[config.mk]
export PLATFORM = sky130hd
export DESIGN_NAME = uart_tx_buf
export DESIGN_NICKNAME = d
export VERILOG_FILES = /design/src/rtl/uart_tx_buf.sv
export SDC_FILE = /design/constraint.sdc
export NUM_CORES = 1
export LEC_CHECK = 0
export CORE_ASPECT_RATIO = 1.1
export CORE_MARGIN = 2
export CORE_UTILIZATION = 42
export DETAILED_ROUTE_END_ITERATION = 10
export REMOVE_ABC_BUFFERS = 1
export SYNTH_ARGS = -nofsm -noshare
export SYNTH_HDL_FRONTEND = slang
export SYNTH_SLANG_ARGS = --single-unit
[constraint.sdc]
create_clock -name clk -period 2.64 [get_ports clk]
set_clock_uncertainty 0.05 [all_clocks]
set_input_delay 0.528 -clock clk [delete_from_list [all_inputs] [get_ports clk]]
set_output_delay 0.528 -clock clk [all_outputs]
set_load 0.03 [all_outputs]
[src/rtl/uart_tx_buf.sv]
// Buffered 8N1 UART transmitter (8E1 when UART_TX_BUF_PARITY_EN is defined) with a 2**DEPTH_LOG2-byte FIFO.
// Latency: a byte pushed into an idle, empty block drives the start bit one cycle after the push edge.
// Backpressure: none; a write while full is dropped and sets sticky overflow, unless a pop happens on the same edge.
module uart_tx_buf #(
    parameter int BAUD_DIV   = 868,
    parameter int DEPTH_LOG2 = 4
) (
    input  logic                  clk,
    input  logic                  rst_n,
    input  logic                  uart_we,
    input  logic [7:0]            wr_data,
    output logic                  uart_tx,
    output logic                  full,
    output logic                  empty,
    output logic [DEPTH_LOG2:0]   count,
    output logic                  overflow,
    output logic                  busy
);

    localparam int          DEPTH     = 1 << DEPTH_LOG2;
    localparam logic [15:0] BAUD_LAST = 16'(BAUD_DIV - 1);

`ifdef UART_TX_BUF_PARITY_EN
    typedef enum logic [2:0] {IDLE, START, DATA, PARITY, STOP} state_t;
`else
    typedef enum logic [2:0] {IDLE, START, DATA, STOP} state_t;
`endif

    state_t                state;
    logic [DEPTH_LOG2:0]   wr_ptr;
    logic [DEPTH_LOG2:0]   rd_ptr;
    logic [7:0]            mem [DEPTH];
    logic [7:0]            shreg;
    logic [15:0]           baud_cnt;
    logic [2:0]            bit_idx;
    logic                  bit_end;
    logic                  pop;
    logic                  push;

    // Extra pointer MSB distinguishes full from empty when the indices match.
    assign empty   = (wr_ptr == rd_ptr);
    assign full    = (wr_ptr[DEPTH_LOG2] != rd_ptr[DEPTH_LOG2]) &&
                     (wr_ptr[DEPTH_LOG2-1:0] == rd_ptr[DEPTH_LOG2-1:0]);
    assign count   = wr_ptr - rd_ptr;
    assign bit_end = (baud_cnt == 16'd0);
    assign pop     = !empty && ((state == IDLE) || ((state == STOP) && bit_end));
    assign push    = uart_we && (!full || pop);

    always_ff @(posedge clk or negedge rst_n) begin
        if (!rst_n) begin
            wr_ptr   <= '0;
            rd_ptr   <= '0;
            overflow <= 1'b0;
        end else begin
            if (push)
                wr_ptr <= wr_ptr + 1'b1;
            if (pop)
                rd_ptr <= rd_ptr + 1'b1;
            if (uart_we && !push)
                overflow <= 1'b1;
        end
    end

    // When full with a simultaneous pop, write and read hit the same slot; the pop sees the old byte.
    always_ff @(posedge clk) begin
        if (push)
            mem[wr_ptr[DEPTH_LOG2-1:0]] <= wr_data;
    end

    always_ff @(posedge clk or negedge rst_n) begin
        if (!rst_n) begin
            state    <= IDLE;
            uart_tx  <= 1'b1;
            busy     <= 1'b0;
            baud_cnt <= '0;
            bit_idx  <= '0;
            shreg    <= '0;
        end else begin
            case (state)
                IDLE: begin
                    if (pop) begin
                        shreg    <= mem[rd_ptr[DEPTH_LOG2-1:0]];
                        state    <= START;
                        uart_tx  <= 1'b0;
                        busy     <= 1'b1;
                        baud_cnt <= BAUD_LAST;
                    end
                end
                START: begin
                    if (bit_end) begin
                        state    <= DATA;
                        uart_tx  <= shreg[0];
                        bit_idx  <= 3'd0;
                        baud_cnt <= BAUD_LAST;
                    end else begin
                        baud_cnt <= baud_cnt - 16'd1;
                    end
                end
                DATA: begin
                    if (bit_end) begin
                        baud_cnt <= BAUD_LAST;
                        if (bit_idx == 3'd7) begin
`ifdef UART_TX_BUF_PARITY_EN
                            state   <= PARITY;
                            uart_tx <= ^shreg;
`else
                            state   <= STOP;
                            uart_tx <= 1'b1;
`endif
                        end else begin
                            bit_idx <= bit_idx + 3'd1;
                            uart_tx <= shreg[bit_idx + 3'd1];
                        end
                    end else begin
                        baud_cnt <= baud_cnt - 16'd1;
                    end
                end
`ifdef UART_TX_BUF_PARITY_EN
                PARITY: begin
                    if (bit_end) begin
                        state    <= STOP;
                        uart_tx  <= 1'b1;
                        baud_cnt <= BAUD_LAST;
                    end else begin
                        baud_cnt <= baud_cnt - 16'd1;
                    end
                end
`endif
                STOP: begin
                    if (bit_end) begin
                        // Chain straight into the next frame so back-to-back bytes have no idle gap.
                        if (pop) begin
                            shreg    <= mem[rd_ptr[DEPTH_LOG2-1:0]];
                            state    <= START;
                            uart_tx  <= 1'b0;
                            baud_cnt <= BAUD_LAST;
                        end else begin
                            state    <= IDLE;
                            busy     <= 1'b0;
                        end
                    end else begin
                        baud_cnt <= baud_cnt - 16'd1;
                    end
                end
                default: begin
                    state   <= IDLE;
                    uart_tx <= 1'b1;
                    busy    <= 1'b0;
                end
            endcase
        end
    end

endmodule

* Word-level counts from Yosys, hierarchy flattened
Memories as Yosys holds them, arrays and structs flattened.
Cells that the tools add are included.
** Storage, ports and cells
- Register bits after elaboration :: 43
- Bits in latches :: 0
- Memory bits (writable) :: 128
- ROM bits :: 0
- Bits of input ports :: 11
- Output and inout bits :: 10
- Logic and storage cells :: 84
- Memories :: 1
** Memories
- mem :: depth 16, bits a word 8, read ports 1, clocked after Yosys merged registers in 0, wr ports 1, RTL line 32 : logic [7:0] mem [DEPTH];
** Operators by class
- Add/subtract/negate cells :: 5
- Multiply operators :: 0
- Divide/modulo/power cells :: 0
- Order comparisons :: 1
- Equal/unequal tests :: 14
- Shift operators :: 0
- Multiplexer cells :: 32
- Bitwise logic cells :: 1
- Reductions and logical operators :: 21
** Operators with widths (number)
- $mux W16 :: 3
- $pmux W16 S3 :: 1
- $mux W3 :: 8
- $logic_not A16 Y1 :: 1
- $mux W8 :: 2
- $pmux W8 S2 :: 1
- $sub A16 B1 Y16 const B :: 1
- $ne A2 B2 Y1 const B :: 7
- $mux W1 :: 12
- $pmux W3 S4 :: 1
- $add A5 B1 Y5 const B :: 2
- $reduce_and A4 Y1 :: 2
- $eq A3 B2 Y1 const B :: 2
- $pmux W3 S2 :: 1
- $eq A5 B5 Y1 :: 1
- $logic_and A1 B1 Y1 :: 5
- $reduce_and A5 Y1 :: 1
- $sub A5 B5 Y5 :: 1
- $eq A4 B4 Y1 :: 1
- $lt A3 B4 Y1 const B :: 1
- $pmux W1 S4 :: 1
- $reduce_bool A2 Y1 :: 2
- $add A3 B1 Y3 const B :: 1
- $bmux W1 S3 :: 1
- other kinds (12) :: 15

* Longest topological paths before layout
- Depth in word-level cells :: 8
- Mapped depth :: 9
- Gate-level depth less buffers :: 7

* Worst setup path before layout
No wires, ideal clock.
- Path kind :: register to register
- Start point :: reg rd_ptr[3]
- End point :: reg uart_tx
- Setup time :: 0.082 ns
- Arrival :: 2.417 ns
- Data required time :: 2.508 ns
- Slack :: 0.091 ns
- Cell stages (with the launch flop) :: 8
- Path buffers :: 0
- Clock period less this slack :: 2.549 ns
- Path through :: dfrtp_1 -> clkinv_1 -> ha_1 -> nand4_1 -> nor2_1 -> o21ai_0 -> o21ai_0 -> mux2_2
** Between the ends
- Cells in the longest elaborated chain, start to end :: 6
** Ends and longest elaborated chain
- start, declared :: RTL line 31 : logic [DEPTH_LOG2:0] rd_ptr;
- start signal, assigned :: RTL line 58 : rd_ptr <= rd_ptr + 1'b1;
- $eq A5 B5 Y1 * :: RTL line 41 : assign empty = (wr_ptr == rd_ptr);
- via empty :: RTL line 14 : output logic empty,
- $logic_not A1 Y1 * :: RTL line 46 : assign pop = !empty && ((state == IDLE) || ((state == STOP) && bit_end));
- $logic_and A1 B1 Y1 * :: RTL line 46
- $mux W1 *
- $mux W1
- $pmux W1 S4 *
- end signal, assigned :: RTL line 92 : uart_tx <= shreg[0];
- end signal, assigned :: RTL line 112 : uart_tx <= shreg[bit_idx + 3'd1];
- end, declared :: RTL line 12 : output logic uart_tx,
The timed path passes the listed nets; every way through them passes the cells marked *. The select of a mux whose other input is x is not followed.
A chain may end at the register's enable or synchronous reset.

* Worst setup path after layout
- Start point :: reg rd_ptr[0]
- End point :: out count[4]
** Between the ends
- Cells in the longest elaborated chain, start to end :: 1
** Ends and longest elaborated chain
- $sub A5 B5 Y5 :: RTL line 44 : assign count = wr_ptr - rd_ptr;
- end, declared :: RTL line 15 : output logic [DEPTH_LOG2:0] count,
No other way between the ends.

==> results.tsv <==
stage	metric	value	unit
run_status	status	finished, final reports clean	
synth	synth-edff-count	128	
clocking	cts_max_level	4	
synth	ys_types	65	
floorplanning	die_y	145	um
synth	synthesis.area	7590	um2
setup_path	cp_max_fo	2	
final_layout	final_cell_mix	edfxtp_1 (128), buf_4 (46), nor2_1 (40)	
synth	synthArstFlopShare	24.7	%
global_route	grt_pass1_vias	4781	
clocking	clock_path_buffers	2	
sta	min_period_over_period	98.8	%
power_and_ir_drop	p_leak	3.49	nW
setup_path	reg2reg_to	mem[12][3]	
setup_path	criticalPathCategory	flip-flop to output pin	
final_layout	final_common_cell	edfxtp_1	
floorplanning	dieArea	19200	um2
global_route	grt_max_degree	45	
sta	hold_viol	0	
drt	drcViolationCount	0	
final_layout	finish.instance_area	9070	um2
placed_design	finalWeightedCongestion	0.825	
synth	ys.flop_type	edfxtp_1	
clocking	cts_tree	yes	
sta	setup_viol	0	
setup_path	endpoint	count[4]	
power_and_ir_drop	irDropWorstVdd	0.801	mV
final_layout	nets	615	
synth	synthCells	516	
setup_path	r2r-start	wr_ptr[1]	
worst_hold_path	hold_class	input port to async pin	
drt	dr.pass1.iters	5	
final_layout	diodes	0	
synth	avgSynthCellArea	14.7	um2
sta	rsz0062_at_grt	yes	
final_layout	drive_above_1_share	23.3	%
floorplanning	coreArea	17700	um2
global_route	grt_first_pass_wirelength	27100	um
synth	ys_ff_latch	170	
sta	slew_violations	0	
setup_path	reg2reg_depth	9	
sta	period_minus_slack	2.61	ns
drt	first_iter_violations	340	
synth	yosys_warnings	0	
placed_design	place_area	8360	um2
setup_path	cp-end-kind	output pin	
sta	max_freq	383	MHz
sta	slew_headroom	44.0	%
setup_path	required	2.06	ns
setup_path	critPathArrivalTime	2.03	ns
drt	viasPerCell	5.56	
power_and_ir_drop	power_density	781	nW/um2
drt	via_count	4644	
global_route	grt_usage	18.9	%
setup_path	r2r_slack	0.07	ns
global_route	antenna_found_initial	0	
floorplanning	fp-row-count	51	
drt	wl	17200	um
setup_path	start_kind	flip-flop	
clocking	numCtsBuffers	17	
drt	ant_nets	0	
final_layout	syn_to_final_growth	19.6	%
job	maxCapViolCount	0	
placed_design	pre_cts_ws	-0.0378	ns
floorplanning	io_pins	21	
placed_design	hpwl	11700	um
placed_design	port_buffers	20	
clocking	clockRootBuffer	clkbuf_16	
sta	fin_ws	0.0324	ns
clocking	clk_pin_slew	0.07	ns
floorplanning	die_w	132	um
synth	seq_area_frac_synth	64.5	%
clocking	cts_sinks	170	
drt	post_drt_wl_per_cell	20.6	um
setup_path	startpoint	rd_ptr[0]	
global_route	grt_overflow	0	
sta	worst_pin_slew	0.834	ns
clocking	worstSkewPairLatency	0.43	ns
floorplanning	initial_core_util	42.9	%
## through the flow
step           utilization, %  hold WS, ns  setup TNS (ns)  std cells  total power [mW]
3_3_place_gp             47.3        0.410               0        798              4.59
6_report                 51.3        0.115               0        835              7.08
4_1_cts                  50.8        0.118         -0.0532        830              7.05
5_1_grt                  51.3        0.147          -0.749        835              7.39
3_5_place_dp             47.3        0.411          -0.449        798              4.61
2_1_floorplan               -        0.182         -135.63        497              3.91
## what timing repair did
item                       4_1_cts  5_1_grt
setup endpoints to repair       58       28
cloned                           0        1
buffers inserted                 0        4
hold buffers                     0        0
pin swaps                        3        3
resized for setup               12       10
## power breakdown
part	switching, mW	internal [mW]	leakage, nW
combinational	0.838	0.637	1.55
sequential	0.0778	3.13	1.66
clock	1.15	1.26	0.282
total	2.06	5.02	3.49
## sequential cells by signal (all words and copies together), names as in the netlist
| name | flops |
|---|---|
| bit_idx | 3 |
| mem | 128 |
| state | 2 |
| uart_tx | 1 |
| shreg | 8 |
| wr_ptr | 5 |
| rd_ptr | 5 |
| busy | 1 |
| overflow | 1 |
| baud_cnt | 16 |
## cells by family (layout without fill, tap and decap cells)
logic type	Yosys count	in the layout	share of synthesized area [%]
AOI/OAI and AO/OA	93	93	8.71
and+or+nand+nor	131	131	9.05
adders and majority gates	20	20	3.40
DFF	170	170	64.5
muxes	47	47	10.4
xor gates and xnor gates	13	13	1.60
buffers and inverters	42	123	2.33
## per-layer routing
metal  vias up  GRT usage [%]  part of all wire [%]
li1       2134              -                     -
met2       134           31.4                    51
met5         -              0                     0
met1      2362           24.5                    42
met4         0           5.54                   1.4
met3        14           4.89                   5.1
## cell type report
type	instances	area (um2)
Clock buffer	17	425
Timing Repair Buffer	68	637
Multi-Input combinational cell	304	2580
Sequential cell	170	4900
Fill cell	1487	8600
Tap cell	238	298
Inverter	23	88.8
Clock inverter	15	144
## critical path, stage by stage (launching register included)
cell	delay [ns]
dfrtp_2	0.43
ha_4	0.17
fa_2	0.40
inv_2	0.06
a21o_1	0.12
a21oi_2	0.08
xor2_2	0.18
buf_6	0.16
## cells in the mapped netlist (2+ instances only)
cell type / number / area, um2
and2_1: 12 / 75.1
nand2b_1: 4 / 25.0
nor2_1: 41 / 154
and3_1: 7 / 43.8
and4_1: 2 / 17.5
o221ai_1: 7 / 61.3
nor3b_1: 2 / 15.0
a31oi_1: 6 / 37.5
a221oi_1: 3 / 26.3
o21ai_0: 18 / 90.1
nand3_1: 4 / 20.0
a221o_1: 3 / 30.0
nand4_1: 7 / 43.8
nor4_1: 3 / 18.8
mux2_2: 3 / 33.8
a21oi_1: 19 / 95.1
xnor2_1: 10 / 87.6
buf_4: 2 / 15.0
a21o_1: 3 / 22.5
nor4b_1: 4 / 35.0
nor2b_1: 3 / 18.8
nand2_1: 25 / 93.8
a22o_1: 7 / 61.3
a22oi_1: 8 / 60.1
xor2_1: 2 / 17.5
mux2i_1: 19 / 190
ha_1: 19 / 238
nor3_1: 9 / 45.0
a211o_1: 2 / 17.5
clkbuf_1: 7 / 26.3
buf_2: 9 / 45.0
dfrtp_1: 41 / 1030
mux4_2: 25 / 563
edfxtp_1: 128 / 3840
inv_1: 22 / 82.6
## how the worst min path moves through the flow
stage,endpoint,slack (ns),start
floorplan,baud_cnt[0],0.18,rst_n
finish,baud_cnt[4],0.11,rst_n
CTS,baud_cnt[4],0.12,rst_n
global placement,shreg[6],0.41,shreg[6]
detailed placement,overflow,0.41,overflow
global route,baud_cnt[4],0.15,rst_n
No activity file was read; power rests on OpenSTA's default activity.
